`src/rtl/fft_ctrl_pkg.sv`:
```
// -----------------------------------------------------------------------------
// fft_ctrl_pkg
// Shared definitions for the UART <-> FFT frame sequencer:
//   - state encodings (also driven out on state_o for debug)
//   - bytes-per-word derivation
//   - byte order of the UART stream (MSB first)
// Optional feature macro used by the sequencer: FFT_CTRL_RX_TIMEOUT_EN
// -----------------------------------------------------------------------------
package fft_ctrl_pkg;

    localparam logic [2:0] ST_IDLE  = 3'd0;
    localparam logic [2:0] ST_LOAD  = 3'd1;
    localparam logic [2:0] ST_START = 3'd2;
    localparam logic [2:0] ST_RUN   = 3'd3;
    localparam logic [2:0] ST_DRAIN = 3'd4;

    localparam bit BYTE_ORDER_MSB_FIRST = 1'b1;

    // Whole bytes in one sample/result word; width is a multiple of 8.
    function automatic int bytes_per_word(input int bit_width);
        return bit_width / 8;
    endfunction

endpackage

```
`src/rtl/fft_word_serializer.sv`:
```
// -----------------------------------------------------------------------------
// fft_word_serializer
// One-entry holding register for a {re,im} result pair, emitted MSB first as
// bytes over a valid/ready handshake.
//
// Parameters:
//   BIT_WIDTH  width of one of re/im; the held word is 2*BIT_WIDTH bits
// Ports:
//   clk, rst     clock, synchronous active-high reset
//   load_valid   capture load_data when the register is empty
//   load_data    {re,im} pair to serialise
//   empty        holding register is free (can accept load_data)
//   tx_valid     byte offered downstream
//   tx_byte      current byte, stable while tx_valid && !tx_ready
//   tx_ready     downstream accepts tx_byte this cycle
//   word_done    last byte of the word transfers this cycle
// -----------------------------------------------------------------------------
module fft_word_serializer #(
    parameter int BIT_WIDTH = 24
) (
    input  logic                   clk,
    input  logic                   rst,
    input  logic                   load_valid,
    input  logic [2*BIT_WIDTH-1:0] load_data,
    output logic                   empty,
    output logic                   tx_valid,
    output logic [7:0]             tx_byte,
    input  logic                   tx_ready,
    output logic                   word_done
);

    localparam int WIDTH = 2 * BIT_WIDTH;
    localparam int NB    = WIDTH / 8;
    localparam int CW    = $clog2(NB);
    localparam logic [CW-1:0] LAST_BYTE = CW'(NB - 1);

    logic [WIDTH-1:0] hold;
    logic             full;
    logic [CW-1:0]    byte_cnt;
    logic             xfer;

    // The word is shifted left as bytes leave, so the outgoing byte is always
    // the top byte; after the last shift the register reads back as zero.
    assign empty     = !full;
    assign tx_valid  = full;
    assign tx_byte   = hold[WIDTH-1 -: 8];
    assign xfer      = full && tx_ready;
    assign word_done = xfer && (byte_cnt == LAST_BYTE);

    // NOTE: the holding register is reset along with its control bits so that
    // tx_byte reads 0 straight out of reset instead of stale data.
    always_ff @(posedge clk) begin
        if (rst) begin
            hold     <= '0;
            full     <= 1'b0;
            byte_cnt <= '0;
        end else if (load_valid && !full) begin
            hold     <= load_data;
            full     <= 1'b1;
            byte_cnt <= '0;
        end else if (xfer) begin
            hold <= hold << 8;
            if (byte_cnt == LAST_BYTE) begin
                full     <= 1'b0;
                byte_cnt <= '0;
            end else begin
                byte_cnt <= byte_cnt + 1'b1;
            end
        end
    end

endmodule

```
`src/rtl/fft_frame_ctrl.sv`:
```
// -----------------------------------------------------------------------------
// fft_frame_ctrl
// Frame sequencer between a UART byte receiver/transmitter and a streaming FFT.
// Packs BPW received bytes (MSB first) into each signed sample, loads N samples,
// pulses fft_start, waits for fft_done, then streams N {re,im} result pairs back
// out as 2*BPW bytes each under tx backpressure.
//
// Optional feature macro: FFT_CTRL_RX_TIMEOUT_EN
//   defined   -> parameter RX_TIMEOUT and sticky output rx_timeout; an idle gap
//                of RX_TIMEOUT cycles in LOAD discards the partial frame.
//   undefined -> LOAD waits indefinitely for bytes.
//
// Ports:
//   clk, rst                    clock, synchronous active-high reset
//   rx_valid, rx_byte           received byte strobe and data
//   fft_in_valid/data/last      sample stream to the FFT (last on sample N-1)
//   fft_start                   one-cycle start pulse, the cycle after fft_in_last
//   fft_done                    one-cycle completion pulse, honoured only in RUN
//   fft_out_valid/re/im/ready   result pair handshake (ready only in DRAIN)
//   tx_valid, tx_byte, tx_ready byte stream to the UART transmitter
//   rx_drop                     sticky: byte arrived while not loading
//   rx_timeout                  sticky: LOAD timed out (feature build only)
//   state_o                     current state encoding
// -----------------------------------------------------------------------------
module fft_frame_ctrl
    import fft_ctrl_pkg::*;
#(
    parameter int BIT_WIDTH = 24,
    parameter int N         = 16
`ifdef FFT_CTRL_RX_TIMEOUT_EN
   ,parameter int RX_TIMEOUT = 50000
`endif
) (
    input  logic                 clk,
    input  logic                 rst,
    input  logic                 rx_valid,
    input  logic [7:0]           rx_byte,
    output logic                 fft_in_valid,
    output logic [BIT_WIDTH-1:0] fft_in_data,
    output logic                 fft_in_last,
    output logic                 fft_start,
    input  logic                 fft_done,
    input  logic                 fft_out_valid,
    input  logic [BIT_WIDTH-1:0] fft_out_re,
    input  logic [BIT_WIDTH-1:0] fft_out_im,
    output logic                 fft_out_ready,
    output logic                 tx_valid,
    output logic [7:0]           tx_byte,
    input  logic                 tx_ready,
    output logic                 rx_drop,
`ifdef FFT_CTRL_RX_TIMEOUT_EN
    output logic                 rx_timeout,
`endif
    output logic [2:0]           state_o
);

    localparam int BPW    = bytes_per_word(BIT_WIDTH);
    localparam int SAMP_W = $clog2(N);
    localparam int BYTE_W = (BPW > 1) ? $clog2(BPW) : 1;
    localparam logic [SAMP_W-1:0] LAST_SAMPLE = SAMP_W'(N - 1);
    localparam logic [BYTE_W-1:0] LAST_BYTE   = BYTE_W'(BPW - 1);

`ifdef FFT_CTRL_RX_TIMEOUT_EN
    localparam int TO_W = $clog2(RX_TIMEOUT + 1);
    localparam logic [TO_W-1:0] TIMEOUT_LAST = TO_W'(RX_TIMEOUT - 1);
    logic [TO_W-1:0] idle_cnt;
`endif

    logic [2:0]           state;
    logic [BYTE_W-1:0]    byte_cnt;
    logic [SAMP_W-1:0]    samp_cnt;
    logic [SAMP_W-1:0]    pair_cnt;
    logic [BIT_WIDTH-1:0] asm_word;
    logic [BIT_WIDTH-1:0] asm_next;
    logic                 accept_byte;
    logic                 pair_load;
    logic                 pair_sent;
    logic                 ser_empty;

    // IDLE treats the first byte exactly like a LOAD byte (byte 0 of sample 0).
    assign accept_byte   = rx_valid && ((state == ST_IDLE) || (state == ST_LOAD));
    assign fft_out_ready = (state == ST_DRAIN) && ser_empty;
    assign pair_load     = fft_out_valid && fft_out_ready;
    assign state_o       = state;

    // Shifting each byte in from the bottom leaves byte 0 in the top byte lane
    // once the word is complete, so no byte index is needed.
    // NOTE: both branches assign asm_next, so this block cannot infer a latch.
    always_comb begin
        if (BYTE_ORDER_MSB_FIRST) asm_next = BIT_WIDTH'({asm_word, rx_byte});
        else                      asm_next = BIT_WIDTH'({rx_byte, asm_word} >> 8);
    end

    // NOTE: state is updated with non-blocking assignments only, so every
    // branch below sees the pre-edge values regardless of statement order.
    always_ff @(posedge clk) begin
        if (rst) begin
            state        <= ST_IDLE;
            byte_cnt     <= '0;
            samp_cnt     <= '0;
            pair_cnt     <= '0;
            asm_word     <= '0;
            fft_in_valid <= 1'b0;
            fft_in_last  <= 1'b0;
            fft_in_data  <= '0;
            fft_start    <= 1'b0;
            rx_drop      <= 1'b0;
`ifdef FFT_CTRL_RX_TIMEOUT_EN
            idle_cnt     <= '0;
            rx_timeout   <= 1'b0;
`endif
        end else begin
            fft_in_valid <= 1'b0;
            fft_in_last  <= 1'b0;
            fft_start    <= 1'b0;

            if (rx_valid && !accept_byte) rx_drop <= 1'b1;

            case (state)
                ST_IDLE, ST_LOAD: begin
                    if (accept_byte) begin
                        state    <= ST_LOAD;
                        asm_word <= asm_next;
`ifdef FFT_CTRL_RX_TIMEOUT_EN
                        idle_cnt <= '0;
`endif
                        if (byte_cnt == LAST_BYTE) begin
                            byte_cnt     <= '0;
                            fft_in_valid <= 1'b1;
                            fft_in_data  <= asm_next;
                            fft_in_last  <= (samp_cnt == LAST_SAMPLE);
                            if (samp_cnt == LAST_SAMPLE) begin
                                samp_cnt <= '0;
                                state    <= ST_START;
                            end else begin
                                samp_cnt <= samp_cnt + 1'b1;
                            end
                        end else begin
                            byte_cnt <= byte_cnt + 1'b1;
                        end
                    end
`ifdef FFT_CTRL_RX_TIMEOUT_EN
                    else if (state == ST_LOAD) begin
                        // Abandon the partial frame; no fft_start follows.
                        if (idle_cnt == TIMEOUT_LAST) begin
                            state      <= ST_IDLE;
                            byte_cnt   <= '0;
                            samp_cnt   <= '0;
                            idle_cnt   <= '0;
                            rx_timeout <= 1'b1;
                        end else begin
                            idle_cnt <= idle_cnt + 1'b1;
                        end
                    end
`endif
                end
                ST_START: begin
                    fft_start <= 1'b1;
                    state     <= ST_RUN;
                end
                ST_RUN: begin
                    if (fft_done) state <= ST_DRAIN;
                end
                ST_DRAIN: begin
                    if (pair_sent) begin
                        if (pair_cnt == LAST_SAMPLE) begin
                            pair_cnt <= '0;
                            state    <= ST_IDLE;
                        end else begin
                            pair_cnt <= pair_cnt + 1'b1;
                        end
                    end
                end
                default: state <= ST_IDLE;
            endcase
        end
    end

    fft_word_serializer #(
        .BIT_WIDTH (BIT_WIDTH)
    ) u_serializer (
        .clk        (clk),
        .rst        (rst),
        .load_valid (pair_load),
        .load_data  ({fft_out_re, fft_out_im}),
        .empty      (ser_empty),
        .tx_valid   (tx_valid),
        .tx_byte    (tx_byte),
        .tx_ready   (tx_ready),
        .word_done  (pair_sent)
    );

endmodule

```
`config.mk`:
```
export PLATFORM = sky130hd
export DESIGN_NAME = fft_frame_ctrl
export DESIGN_NICKNAME = d
export VERILOG_FILES = /design/src/rtl/fft_ctrl_pkg.sv /design/src/rtl/fft_word_serializer.sv /design/src/rtl/fft_frame_ctrl.sv
export SDC_FILE = /design/constraint.sdc
export NUM_CORES = 1
export LEC_CHECK = 0
export BUFFER_PORTS_ARGS = -buffer_cell sky130_fd_sc_hd__buf_4
export CAP_MARGIN = 40
export CELL_PAD_IN_SITES_DETAIL_PLACEMENT = 1
export CELL_PAD_IN_SITES_GLOBAL_PLACEMENT = 1
export CORE_UTILIZATION = 42
export DETAILED_ROUTE_END_ITERATION = 7
export PLACE_DENSITY = 0.93
export RECOVER_POWER = 100
export SYNTH_ARGS = -nofsm -noshare
export SYNTH_HDL_FRONTEND = slang
export SYNTH_SLANG_ARGS = --single-unit
```
`constraint.sdc`:
```
create_clock -name clk -period 3.8 [get_ports clk]
set_clock_uncertainty 0.15 [all_clocks]
set_input_delay 0.95 -clock clk [delete_from_list [all_inputs] [get_ports clk]]
set_output_delay 0.95 -clock clk [all_outputs]
set_load 0.01 [all_outputs]
```
Word-level counts from Yosys, hierarchy flattened:

Cells that the tools add are included.

* bits in registers: 109
* input port bits: 62
* output and inout bits: 41

* $add $sub $neg: 4
* equal/unequal tests: 12
* mux-type cells: 18
* bitwise gates (word level): 3
* reductions and logical operators: 22

Operator list (count)
* two-way mux 48 bit: 2
* two-way mux 3 bit: 5
* one-hot mux 3 bit (4 select lines): 1
* adder 4 x 1 -> 4 bit, second input constant: 2
* equality test 4 bit, second input constant: 2
* two-way mux 4 bit: 2
* logical AND 1 bit: 7
* equality test 3 x 2 -> 1 bit, second input constant: 2
* equality test 3 bit, second input constant: 2
* two-way mux 2 bit: 3
* != test 2 bit, second input constant: 3
* AND reduction 2 bit: 3
* two-way mux 1 bit: 5
* AND reduction 4 bit: 1
* nonzero test 2 bit: 2
* OR reduction 2 bit: 2
* OR reduction 4 bit: 1
* adder 3 x 1 -> 3 bit, second input constant: 1
* equality test 3 x 1 -> 1 bit, second input constant: 1
* zero test 3 bit: 1
* inverter 1 bit: 3
* AND reduction 3 bit: 1
* OR reduction 3 bit: 1
* adder 2 x 1 -> 2 bit, second input constant: 1
* other kinds (4): 5

Depth between registers and ports, before layout:

* depth after elaboration: 6
* gate-level depth with buffers: 6
* mapped depth without buffers: 4

Modules after synthesis:

A second synthesis with hierarchy kept.

* cell total of the unflattened synthesis: 504
* area total of the unflattened synthesis: 4295.4 um^2

Modules (own cells, without submodules)
* fft_frame_ctrl: times used 1, cells an instance 268, area an instance 2223.4 um^2, seq. area each 1141.1 um^2
* fft_word_serializer: times used 1, cells an instance 236, area an instance 2072.0 um^2, seq. area each 1041.0 um^2

Worst setup path after synthesis:

OpenSTA, ideal clock, no wires.

* path type: reg2out
* start: register state[0], in the netlist state_o[0]
* end: output port fft_out_ready
* arrival: 1323 ps
* setup slack: 1377 ps
* stages on the path, launching flop included: 6
* path buffers: 3
* cell sequence: dfxtp_1 > buf_2 > or3b_1 > buf_2 > buf_2 > nor2_1

* longest elaborated chain between the ends: 2

RTL lines
* start: declaration: line fft_frame_ctrl.sv:69 `logic [2:0] state;`
* start signal: assignment: line fft_frame_ctrl.sv:98 `state <= ST_IDLE;`
* start signal: assignment: line fft_frame_ctrl.sv:122 `state <= ST_LOAD;`
* start signal: assignment: line fft_frame_ctrl.sv:134 `state <= ST_START;`
* equality test 3 bit: line fft_frame_ctrl.sv:82 `assign fft_out_ready = (state == ST_DRAIN) && ser_empty;`
* logical AND 1 bit: line fft_frame_ctrl.sv:82
* end: declaration: line fft_frame_ctrl.sv:46 `output logic fft_out_ready,`

No other way between the ends.

Final worst setup path:

* start: input port rst
* end: register fft_in_data[4]

RTL lines
* start: declaration: line fft_frame_ctrl.sv:35 `input logic rst,`
* end signal: assignment: line fft_frame_ctrl.sv:130 `fft_in_data <= asm_next;`
* end: declaration: line fft_frame_ctrl.sv:39 `output logic [BIT_WIDTH-1:0] fft_in_data,`

No word-level cell between the ends.

==> results_dict.tcl <==
set metrics [dict create \
    internal_power_uw 1540 \
    crit_arrival_ns 3.28 \
    synth_area_leaders "sky130_fd_sc_hd__dfxtp_1 (47%), sky130_fd_sc_hd__nand2_1 (8.7%), sky130_fd_sc_hd__a21oi_1 (7.0%), sky130_fd_sc_hd__a311oi_1 (6.3%), sky130_fd_sc_hd__nand3_1 (4.4%)" \
    drtAntennaViolNets 0 \
    drtIter0Drc 206 \
    power.static_leakage_uw 0.00175 \
    dpl.hpwl_um 8850 \
    grt.total_usage 0.233 \
    fmax_mhz 313 \
    hold_start "rx_drop" \
    synth_cell_types 41 \
    worstPathBufferInverterCount 3 \
    synth_seq_area_share 0.472 \
    critical-path-top-delay-family "buffers and inverters" \
    drt_pre_antenna_iters 5 \
    layout_worst_path_cycle_share 0.840 \
    tritoncts_clock_tree "built" \
    post_dr_wirelength_cell_um 17.1 \
    report.final.setup_viol 0 \
    power_density_nw_per_um2 375 \
    antenna_found_initial 0 \
    row_count 37 \
    synthToLayoutAreaGrowth_pct 17.7 \
    failing_checks "max-capacitance violations, max-slew violations" \
    wire_length_of_the_first_global_routing_pass_um 21300 \
    asyncSetResetFlopFracSynth 0 \
    syn-cell-area_um2 4620 \
    share_seq_of_total_power 0.570 \
    yosys.area.top_type_share 0.472 \
    synth_enable_flop_cells 0 \
    clock_sinks 109 \
    synth_top_flop_cell "sky130_fd_sc_hd__dfxtp_1" \
    grt_pass1_vias 4431 \
    layout.filler_cells 1295 \
    finalWeightedCongestion 0.761 \
    yosys_register_bits 109 \
    design.portCount 103 \
    synth.net_count 627 \
    depth_of_the_cts_h_tree 3 \
    timing.final.max_slew_violations 46 \
    floorplan.die.width_um 107 \
    cap_violations 1 \
    share_comb_of_total_power 0.069 \
    crit-reg2reg-launch "state_o[2]" \
    tritoncts.num_buffers 9 \
    insertedDiodeCount 0 \
    floorplan.core_area_um2 10500 \
    run_status "finished with violations" \
    min-delay-path-class "reg -> reg" \
    vias 4404 \
    initial_standard_cell_utilization_of_the_core 0.440 \
    avgViaCountPerCell 5.76 \
    syn_avg_cell_area_um2 8.21 \
    worst_case_clock_buffer_depth 2 \
    synthCells 563 \
    final_net_count 687 \
    cts-root-buf "sky130_fd_sc_hd__clkbuf_8" \
    clkSlewWorstSetupHoldPaths_ns 0.10 \
    critical_path.max_fanout 48 \
    placedCellCount 748 \
    final.min_clock_period_ns 3.19 \
    power.ir.vdd_worst_uv 195 \
    worstPathCellList "clkbuf_1 > buf_12 > clkbuf_2 > a21oi_1" \
    postCtsHoldBufs 0 \
    layout.core_utilization 0.518 \
    fin_tns_setup_ns 0 \
    drt_drc_violations_left 0 \
    netSwitchingFraction 0.247 \
    synth.most_common_cell "sky130_fd_sc_hd__dfxtp_1" \
    pwr-share-clk 0.361 \
    floorplan.die_area_um2 11400 \
    rsz0062_at_grt "no" \
    clk_latency_ns 0.37 \
    cp-end-kind "flop" \
    critical_path.startpoint_type "primary input" \
    overall_overflow_remaining_after_global_route 0 \
    synth_common_cells "sky130_fd_sc_hd__dfxtp_1 (109), sky130_fd_sc_hd__nand2_1 (107), sky130_fd_sc_hd__a21oi_1 (65)" \
    post-cts-setup-buffers 0 \
    wl_um 13100 \
    die_h_um 107 \
    portBuffers 102 \
    worst_ep_required_time_ns 3.89 \
    worst_pin_slew_ns 2.11 \
    critical_path_source "rst" \
    largest_net_degree_at_the_start_of_global_routing 53 \
    yosysTopAreaCell "sky130_fd_sc_hd__dfxtp_1" \
    crit_path_top_delay_cell "sky130_fd_sc_hd__clkbuf_1" \
    cts_resized 0 \
    relSlewSlack -0.403 \
    yosysWarnings 0 \
    cpPeakStageDelay_ns 1.47 \
    final_cell_count_no_fill 764 \
    finalHoldViolations 0 \
    p_sw_uw 505 \
    layout-drive-gt1-share 0.151 \
    setup.worst_path.class "in -> reg" \
]
-- path summary, 6_finish.rpt --
path	cells after the start	end	slack (ns)
worst min register to register	2	rx_drop	0.31
worst max-delay path	4	fft_in_data[4]	0.61
worst max register to register	5	u_serializer.hold[38]	1.50
worst min-delay path	2	rx_drop	0.31
-- stage by stage --
stage               power [uW]  setup WS [ns]  hold slack (ns)  instance area [um2]
finish                    2040          0.606            0.310                 5440
global route              2120          0.439            0.338                 5440
global placement          1320           1.27            0.290                 5320
detailed placement        1330           1.11            0.302                 5390
floorplan                 1250           1.38            0.287                 4620
CTS                       2060          0.958            0.319                 5600
-- flip-flops by register name, summed over array words and instances (netlist names), 2 cells and up --
signal and flops:
u_serializer.hold 48, fft_in_data 24, asm_word 16, pair_cnt 4, samp_cnt 4, state_o 3, u_serializer.byte_cnt 3, byte_cnt 2
-- worst min-delay path: cells and delay by family, from the launching register on --
kind | cells | cell delay, ns
flops | 1 | 0.32
buf+inv | 1 | 0.05
compound gates | 1 | 0.05
-- layout by cell type (no fill, tap or decap), drive strengths merged, types with 3 or more instances in the layout --
cell    netlist  routed
a211oi        4       4
a21oi        65      65
a311oi       33      33
a32oi         8       8
buf          33      72
clkbuf       33      53
dfxtp       109     109
inv           5       9
nand2       107     107
nand3        41      41
nand4         4       4
nor2          6       6
nor2b         4       4
nor3         33      33
nor3b         3       3
o211ai       16      16
o21ai        28      28
o31ai         3       3
or3           5       5
-- area by class of cell --
| type | count | area (um2) | area share |
|---|---|---|---|
| Clock buffer | 10 | 128 | 0.0235 |
| Clock inverter | 6 | 77.6 | 0.0143 |
| Inverter | 5 | 18.8 | 0.00345 |
| Multi-Input combinational cell | 383 | 2110 | 0.388 |
| Sequential cell | 109 | 2180 | 0.401 |
| Tap cell | 136 | 170 | 0.0313 |
| Timing Repair Buffer | 115 | 751 | 0.138 |
-- metal layers --
metal	vias up	part of all wire	global-route usage	routed length (um)
li1	2144	-	-	-
met2	108	0.49	0.396	6360
met5	-	0	0	0
met1	2130	0.45	0.295	5880
met4	0	0.021	0.0783	275
met3	22	0.045	0.0419	590
-- kinds of logic after synthesis --
group	share of synthesized area
buffers and inverters	0.0734
flip-flops	0.472
multiplexers	0.00487
XOR/XNOR	0.00190
AO/OA/AOI/OAI	0.228
adder cells (fa/ha/maj)	0.00541
AND/OR/NAND/NOR	0.214
-- power by group through the flow --
stage / registers [uW] / logic, uW / clock network (uW)
2_1_floorplan: 1190 / 62.5 / 0
3_3_place_gp: 1190 / 130 / 0
3_5_place_dp: 1190 / 144 / 0
4_1_cts: 1160 / 144 / 749
5_1_grt: 1170 / 154 / 802
6_report: 1160 / 141 / 736
No activity file was read; power rests on OpenSTA's default activity.
